$ cat config.mk
export PLATFORM = sky130hd
export DESIGN_NAME = uart_tx_scheduler
export DESIGN_NICKNAME = d
export VERILOG_FILES = /design/src/rtl/uart_tx_scheduler.sv
export SDC_FILE = /design/constraint.sdc
export NUM_CORES = 1
export LEC_CHECK = 0
export ABC_CLOCK_PERIOD_IN_PS = 2500
export CORE_MARGIN = 8
export CORE_UTILIZATION = 40
export CTS_CLUSTER_DIAMETER = 40
export DETAILED_ROUTE_END_ITERATION = 8
export GPL_TIMING_DRIVEN = 0
export PLACE_DENSITY = 0.65
export SYNTH_ARGS = -nofsm -noshare
export SYNTH_HDL_FRONTEND = slang
export SYNTH_SLANG_ARGS = --single-unit
$ cat constraint.sdc
create_clock -name clk -period 2.5 [get_ports clk]
set_input_delay 0.5 -clock clk [delete_from_list [all_inputs] [get_ports clk]]
set_output_delay 0.5 -clock clk [all_outputs]
set_load 0.005 [all_outputs]
$ cat src/rtl/uart_tx_scheduler.sv
// -----------------------------------------------------------------------------
// uart_tx_scheduler
//
// Shares the single UART transmitter between the power-on banner ROM and the
// Enigma cipher output path. After reset the banner (BANNER_LEN bytes, read
// combinationally from the ROM at ban_addr) is streamed. Cipher bytes are
// queued in a small FIFO at any time and are only issued once the banner has
// fully drained.
//
// Ports
//   clk           in   system clock (12 MHz)
//   rst_n         in   asynchronous active-low reset
//   ban_addr      out  banner ROM address (holds BANNER_LEN after the banner)
//   ban_data      in   banner byte at ban_addr
//   cipher_valid  in   cipher byte offered
//   cipher_data   in   cipher byte
//   cipher_ready  out  FIFO not full; byte accepted on valid && ready
//   tx_start      out  one-cycle pulse, uart_tx loads tx_data
//   tx_data       out  byte to transmit, stable while tx_start is high
//   tx_busy       in   uart_tx busy, rises the cycle after tx_start
//   banner_done   out  high once the final banner byte has drained
//   overflow      out  sticky, a cipher byte was dropped on a full FIFO
//   banner_replay in   (BANNER_REPLAY_EN only) one-cycle pulse requesting
//                      the banner be sent again
//
// Optional feature macro: BANNER_REPLAY_EN
//
// State table
//   state     | meaning
//   BAN_ISSUE | waiting for !tx_busy to issue the banner byte at ban_addr
//   GUARD     | one cycle after any issue; tx_start drops, tx_busy ignored
//   DRAIN     | waiting for uart_tx to finish the byte just issued
//   IDLE      | banner finished; issue queued cipher bytes
// -----------------------------------------------------------------------------
module uart_tx_scheduler #(
    parameter int BANNER_LEN = 16,
    parameter int FIFO_DEPTH = 4,
    parameter int PTR_W      = 2
) (
    input  logic       clk,
    input  logic       rst_n,
    output logic [7:0] ban_addr,
    input  logic [7:0] ban_data,
    input  logic       cipher_valid,
    input  logic [7:0] cipher_data,
    output logic       cipher_ready,
    output logic       tx_start,
    output logic [7:0] tx_data,
    input  logic       tx_busy,
    output logic       banner_done,
    output logic       overflow
`ifdef BANNER_REPLAY_EN
    ,
    input  logic       banner_replay
`endif
);

    typedef enum logic [1:0] {
        BAN_ISSUE = 2'd0,
        GUARD     = 2'd1,
        DRAIN     = 2'd2,
        IDLE      = 2'd3
    } state_t;

    // Banner position is kept one bit wider than the ROM address so that a
    // full 256-byte banner can still be told apart from "not started".
    localparam logic [8:0]     BAN_END = 9'(BANNER_LEN);
    localparam logic [PTR_W:0] DEPTH_C = (PTR_W + 1)'(FIFO_DEPTH);

    state_t           state, state_nxt;
    logic [8:0]       ban_cnt, ban_cnt_nxt;
    logic             tx_start_nxt;
    logic [7:0]       tx_data_nxt;
    logic             banner_done_nxt;
    logic             pop;

    logic [7:0]       fifo_mem [FIFO_DEPTH];
    logic [PTR_W-1:0] wr_ptr, rd_ptr;
    logic [PTR_W:0]   count;
    logic             push;
    logic             fifo_empty;

    // Only a 256-byte banner reaches bit 8; saturate so the address never
    // appears to wrap back to 0 once the banner is finished.
    assign ban_addr = ban_cnt[8] ? 8'hFF : ban_cnt[7:0];

    // -------------------------------------------------------------------------
    // Cipher FIFO
    // -------------------------------------------------------------------------
    assign cipher_ready = (count != DEPTH_C);
    assign push         = cipher_valid && cipher_ready;
    assign fifo_empty   = (count == '0);

    always_ff @(posedge clk) begin
        if (push) begin
            fifo_mem[wr_ptr] <= cipher_data;
        end
    end

    always_ff @(posedge clk or negedge rst_n) begin
        if (!rst_n) begin
            wr_ptr   <= '0;
            rd_ptr   <= '0;
            count    <= '0;
            overflow <= 1'b0;
        end else begin
            if (push) begin
                wr_ptr <= wr_ptr + 1'b1;
            end
            if (pop) begin
                rd_ptr <= rd_ptr + 1'b1;
            end
            case ({push, pop})
                2'b10:   count <= count + 1'b1;
                2'b01:   count <= count - 1'b1;
                default: count <= count;
            endcase
            if (cipher_valid && !cipher_ready) begin
                overflow <= 1'b1;
            end
        end
    end

    // -------------------------------------------------------------------------
    // Banner replay request latch
    // -------------------------------------------------------------------------
`ifdef BANNER_REPLAY_EN
    logic replay_pending;
    logic replay_clr;

    // Requests are only taken while a banner is not in progress; the clear
    // from IDLE wins over a pulse arriving in the same cycle.
    always_ff @(posedge clk or negedge rst_n) begin
        if (!rst_n) begin
            replay_pending <= 1'b0;
        end else if (replay_clr) begin
            replay_pending <= 1'b0;
        end else if (banner_replay && banner_done) begin
            replay_pending <= 1'b1;
        end
    end
`endif

    // -------------------------------------------------------------------------
    // Scheduler FSM
    // -------------------------------------------------------------------------
    always_ff @(posedge clk or negedge rst_n) begin
        if (!rst_n) begin
            state       <= BAN_ISSUE;
            ban_cnt     <= '0;
            tx_start    <= 1'b0;
            tx_data     <= 8'h00;
            banner_done <= 1'b0;
        end else begin
            state       <= state_nxt;
            ban_cnt     <= ban_cnt_nxt;
            tx_start    <= tx_start_nxt;
            tx_data     <= tx_data_nxt;
            banner_done <= banner_done_nxt;
        end
    end

    always_comb begin
        state_nxt       = state;
        ban_cnt_nxt     = ban_cnt;
        tx_start_nxt    = 1'b0;
        tx_data_nxt     = tx_data;
        banner_done_nxt = banner_done;
        pop             = 1'b0;
`ifdef BANNER_REPLAY_EN
        replay_clr      = 1'b0;
`endif

        case (state)
            BAN_ISSUE: begin
                if (!tx_busy) begin
                    tx_start_nxt = 1'b1;
                    tx_data_nxt  = ban_data;
                    ban_cnt_nxt  = ban_cnt + 9'd1;
                    state_nxt    = GUARD;
                end
            end

            // uart_tx raises busy one cycle late, so busy is not trusted here.
            GUARD: begin
                state_nxt = DRAIN;
            end

            DRAIN: begin
                if (!tx_busy) begin
                    if (ban_cnt < BAN_END) begin
                        state_nxt = BAN_ISSUE;
                    end else begin
                        banner_done_nxt = 1'b1;
                        state_nxt       = IDLE;
                    end
                end
            end

            IDLE: begin
`ifdef BANNER_REPLAY_EN
                if (replay_pending) begin
                    replay_clr      = 1'b1;
                    ban_cnt_nxt     = '0;
                    banner_done_nxt = 1'b0;
                    state_nxt       = BAN_ISSUE;
                end else
`endif
                if (!fifo_empty && !tx_busy) begin
                    tx_start_nxt = 1'b1;
                    tx_data_nxt  = fifo_mem[rd_ptr];
                    pop          = 1'b1;
                    state_nxt    = GUARD;
                end
            end

            default: begin
                state_nxt = BAN_ISSUE;
            end
        endcase
    end

endmodule

=== Word-level counts from Yosys, hierarchy flattened ===
Memory sizes are Yosys's and may differ from the RTL's.
Cells that the tools add are included.

* Add/subtract/negate cells: 5
* $lt $le $gt $ge: 1
* Eq/ne operators: 9
* Mux-type cells: 16
* Bitwise gates (word level): 2
* Reductions and logical operators: 14

{| class="wikitable"
|+ Operators by type and width
! operator !! count
|-
| two-way mux 8 bit || 3
|-
| one-hot mux 8 bit (2 select lines) || 1
|-
| adder 9 x 1 -> 9 bit, second input constant || 1
|-
| < comparator 9 x 5 -> 1 bit, second input constant || 1
|-
| AND reduction 3 bit || 3
|-
| two-way mux 2 bit || 4
|-
| one-hot mux 2 bit (4 select lines) || 1
|-
| == test 2 bit, second input constant || 3
|-
| inequality test 2 bit, second input constant || 3
|-
| one-hot mux 3 bit (2 select lines) || 1
|-
| two-way mux 1 bit || 5
|-
| adder 2 x 1 -> 2 bit, second input constant || 2
|-
| == test 2 x 1 -> 1 bit, second input constant || 2
|-
| nonzero test 2 bit || 2
|-
| adder 3 x 1 -> 3 bit, second input constant || 1
|-
| logical AND 1 bit || 3
|-
| logical NOT 1 bit || 3
|-
| logical NOT 3 bit || 1
|-
| inequality test 3 bit, second input constant || 1
|-
| subtractor 3 x 1 -> 3 bit, second input constant || 1
|-
| logical NOT 2 bit || 1
|-
| NOT 1 bit || 2
|-
| one-hot mux 1 bit (2 select lines) || 1
|-
| AND reduction 2 bit || 1
|}

* Register bits: 29
* RAM bits: 32
* Input bits: 20
* Output and inout bits: 20
* Memories kept: 1

{| class="wikitable"
|+ Memory list
! memory !! words !! bits a word !! rd ports !! clocked after Yosys merged registers in !! wr ports !! RTL line !! text
|-
| fifo_mem || 4 || 8 || 1 || 0 || 1 || 77 || <nowiki>logic [7:0] fifo_mem [FIFO_DEPTH];</nowiki>
|}

=== Longest topological paths before layout ===
* Word-level depth: 7
* Mapped depth: 9
* Gate-level depth less buffers: 9

=== Least setup slack after synthesis ===
OpenSTA, ideal clock, no wires.

* Path type: reg-to-reg
* Start point: reg state[0]
* End point: reg count[2]
* Library setup time: 0.079 ns
* Arrival: 2.148 ns
* Data required time: 2.421 ns
* Setup slack: 0.273 ns
* Stages on the path, launching flop included: 10
* Buffers on the path: 1
* Clock period less this slack: 2.227 ns
* Cell sequence: dfrtp_1 > ha_1 > clkbuf_1 > nor3b_2 > ha_1 > inv_1 > fa_1 > xor2_1 > nor2_1 > xor2_1

* Cells in the longest elaborated chain, start to end: 4

{| class="wikitable"
|+ RTL lines
! element !! RTL line !! text
|-
| from (decl) || 70 || <nowiki>state_t state, state_nxt;</nowiki>
|-
| from (signal assigned) || 155 || <nowiki>state <= state_nxt;</nowiki>
|-
| == test 2 bit (*) || 174 || <nowiki>case (state)</nowiki>
|-
| two-way mux 1 bit (*) || 174 ||
|-
| net pop || 75 || <nowiki>logic pop;</nowiki>
|-
| == test 2 x 1 -> 1 bit or == test 2 bit (tied branches) || 113 || <nowiki>case ({push, pop})</nowiki>
|-
| one-hot mux 3 bit (2 select lines) or nonzero test 2 bit (tied branches) || -- ||
|-
| to (signal assigned) || 114 || <nowiki>2'b10: count <= count + 1'b1;</nowiki>
|-
| to (signal assigned) || 115 || <nowiki>2'b01: count <= count - 1'b1;</nowiki>
|-
| to (signal assigned) || 116 || <nowiki>default: count <= count;</nowiki>
|-
| to (decl) || 79 || <nowiki>logic [PTR_W:0] count;</nowiki>
|}

Mark *: on every way through the listed nets, which the timed path passes. The rest lies on a longest branch.
A chain may end at the register's enable or synchronous reset.

=== Worst setup path after layout ===
Ends and elaborated chain as after synthesis.

==> results.cfg <==
[yosys]
synth_top_family_by_area = multiplexers
postSynthNetCount = 221
synth-edff-count = 32
muxShareOfSynthArea_pct = 11.77
synth.yosys.warnings = 0
synth_compound_area_share_pct = 5.338
avgSynthCellArea_um2 = 14.43
asyncSetResetFlopFracSynth_pct = 47.54
synthesis.instances = 190
yosysUniqueCellTypes = 36
yosys.area_share.xor_xnor_pct = 4.471
post_synth_instance_area_mm2 = 0.002743
ys.flop_type = sky130_fd_sc_hd__edfxtp_1
ys_seq_elements = 61
synth_seq_area_share_pct = 61.50
post_synthesis_adder_cell_area_fraction_pct = 5.292
synth-simple-area-share_pct = 9.261

[floorplanning]
die_w_um = 98.81
initial_core_utilization_pct = 40.82
core_area_mm2 = 0.006719
floorplan.die_area_mm2 = 0.009762
num_rows = 30
number_of_top_level_pins = 40
die_h_um = 98.81

[placement]
finalWeightedCongestion = 0.7687
minimum_setup_slack_after_placement_ns = -0.1727
post-dp-hpwl_mm = 3.669
numPortBuffers = 38
place_inst = 308

[power_and_ir_drop]
power.ir.vdd_worst_mv = 0.4453
total_power_mw = 3.940
pwr-share-seq_pct = 40.5
intPower_mw = 2.825
power.share.combinational_pct = 32.2
sw_frac_of_total_pct = 28.31
powerDensity_mw_per_mm2 = 1132
cellLeakagePower_nw = 1.391
clkPwrFrac_pct = 27.3
switching_pwr_mw = 1.115

[sta]
worst-slew-pin-transition_ns = 0.6452
setup_viol = 0
worst_slew_margin_relative_to_its_limit_pct = 56.99
min_period_over_period_pct = 93.73
worst_setup_margin_ns = 0.1568
totalNegativeSetupSlack_ns = 0
finalHoldViolCount = 0
finClkSkew_ns = 0.007953
final.min_clock_period_ns = 2.343
finalMaxSlewViolations = 0
max_freq_mhz = 426.8

[drt]
wirelength_met1_mm = 2.433
count_of_antenna_violating_nets_left_after_detailed_routing = 0
postRouteWirelength_mm = 5.215
highest_layer = met4
detailroute.wirelength.met3_um = 205
drt_first_iter_violations = 63
vias = 1604
drc = 0
drt_pre_antenna_iters = 4
met2RoutedLength_mm = 2.502
drt-wirelength-per-cell_um = 16.10
viasPerCell = 4.951

[final_layout]
layoutNonFillerInstCount = 324
nets = 270
area_growth_from_synthesis_to_final_layout_pct = 26.87
drive_gt1_share_pct = 18.85
fin_util_pct = 51.79
num_antenna_cells = 0

[clock_tree]
clock_tree_root = sky130_fd_sc_hd__clkbuf_8
clkLatencyLatePin_ns = 0.33
ctsHoldBuffers = 0
cts.path.max_buffers = 2
numCtsBuffers = 9
tritoncts_num_sinks = 61
cts.clk_slew.worst_paths_ns = 0.06
clock_tree.htree_level_count = 3
cts_tree = done

[min_path]
hold_path.class = in -> async

[setup_path]
timing.critical_path.fanout_max = 10
cp_slowest_stage_delay_ns = 0.42
critPathMostFrequentCell = sky130_fd_sc_hd__xor2_1
cp_data_arrival_time_ns = 2.60
cp_slowest_cell = sky130_fd_sc_hd__dfrtp_1
critical_path_required_ns = 2.76
worst_setup_end_kind = register
worstPathCellList = ha_2 > clkbuf_4 > nor3b_4 > ha_1 > inv_1 > fa_1 > xor2_1 > nor2_1 > xor2_1
timing.setup.critical_path_class = reg -> reg
worst_setup_path_start_kind = register

[global_routing]
initial_antenna_violation_count = 0
gr-total-overflow = 0
grt_first_pass_wirelength_mm = 8.500
all_layer_gr_usage_pct = 11.46
first_global_vias = 1667
grt_max_degree = 30

[run]
max_cap_violations = 0

[run_status]
outcome = finished clean
[worst paths after layout]
check | start | to | slack [ns] | depth (start not counted)
max | state[0]$_DFFE_PN0P_ | count[2]$_DFFE_PN0P_ | 0.16 | 9
max in group asynchronous | rst_n | ban_cnt[8]$_DFFE_PN0P_ | 1.88 | 1
min reg2reg | banner_done$_DFFE_PN0P_ | banner_done$_DFFE_PN0P_ | 0.47 | 1
min in group clk | banner_done$_DFFE_PN0P_ | banner_done$_DFFE_PN0P_ | 0.47 | 1
min | rst_n | overflow$_DFFE_PN0P_ | 0.19 | 1
max reg2reg | state[0]$_DFFE_PN0P_ | count[2]$_DFFE_PN0P_ | 0.16 | 9
[cell families after synthesis]
family	count (synthesis)
AOI/OAI and AO/OA	17
DFF	61
buffers and inverters	15
and+or+nand+nor	43
adders and majority gates	11
xor gates and xnor gates	14
muxes	29
[power groups by stage]
stage | logic, mW | clock network [mW] | registers [mW]
after floorplan | 0.783 | 0 | 1.57
after global placement | 1.26 | 0 | 1.60
after detailed placement | 1.28 | 0 | 1.62
after CTS | 1.29 | 1.10 | 1.60
after global routing | 1.40 | 1.15 | 1.65
final | 1.27 | 1.08 | 1.60
[sequential cells by signal, summed over array words and instances (netlist names), 2 cells and up]
name	count
rd_ptr	2
state	2
tx_data	8
count	3
ban_cnt	9
fifo_mem	32
wr_ptr	2
[cell type report]
| type | instances | area, µm² |
|---|---|---|
| clock buffer | 12 | 155.1 |
| multi-input combinational | 114 | 999.7 |
| timing repair buffer | 38 | 375.4 |
| tap | 80 | 100.1 |
| buffer | 5 | 31.28 |
| sequential | 61 | 1687 |
| inverter | 10 | 37.54 |
| clock inverter | 4 | 93.84 |
| fill | 574 | 3239 |
[cell usage after synthesis (all sizes together), types with 2 or more instances]
master  instances  area (µm²)
dfrtp          29       725.7
or2             7       43.79
a31o            2       17.52
inv            10       37.54
and2            4       25.02
nor2            4       15.01
xor2            5       43.79
buf             2       16.26
xnor2           9       78.83
mux2           13       150.1
nor2b           2       12.51
nand4           5       31.28
nor3            4       25.02
ha             10       125.1
edfxtp         32       960.9
nand2b          8       50.05
nand2           6       22.52
o221ai          7       61.31
mux2i          15       150.1
clkbuf          3       11.26
[what timing repair did]
item / 4_1_cts / 5_1_grt
buffers inserted: 0 / 0
endpoints found under the setup margin: 1 / 1
gates resized for setup: 2 / 3
[critical path: cells and delay by family, from the launching register on]
family | cells | cell delay (ns)
buf+inv | 2 | 0.30
flops | 1 | 0.42
simple gates | 2 | 0.40
xor+xnor | 2 | 0.30
fa+ha+maj | 3 | 0.87
[through the flow]
step | hold WS [ns] | area [µm²]
2_1_floorplan | 0.2044 | 2743
3_3_place_gp | 0.4512 | 3223
3_5_place_dp | 0.4635 | 3223
4_1_cts | 0.4776 | 3480
5_1_grt | 0.2224 | 3480
6_report | 0.1911 | 3480
[routing by layer]
layer  vias up  global-route usage [%]
met2        27                   17.36
li1        788                       -
met5         -                       0
met3         5                   3.524
met4         0                   6.375
met1       784                   14.21
[cells in the final DEF (no fill, tap or decap), types with 5 or more instances in the layout]
| master | count |
|---|---|
| sky130_fd_sc_hd__nand4_1 | 5 |
| sky130_fd_sc_hd__xnor2_1 | 9 |
| sky130_fd_sc_hd__dfrtp_1 | 29 |
| sky130_fd_sc_hd__clkbuf_8 | 11 |
| sky130_fd_sc_hd__mux2i_1 | 15 |
| sky130_fd_sc_hd__mux2_2 | 12 |
| sky130_fd_sc_hd__clkdlybuf4s50_1 | 37 |
| sky130_fd_sc_hd__inv_1 | 10 |
| sky130_fd_sc_hd__edfxtp_1 | 32 |
| sky130_fd_sc_hd__ha_1 | 9 |
| sky130_fd_sc_hd__xor2_1 | 5 |
| sky130_fd_sc_hd__nand2_1 | 6 |
| sky130_fd_sc_hd__or2_2 | 7 |
| sky130_fd_sc_hd__nand2b_1 | 8 |
| sky130_fd_sc_hd__o221ai_1 | 7 |
Power figures use the tool's default switching activity.
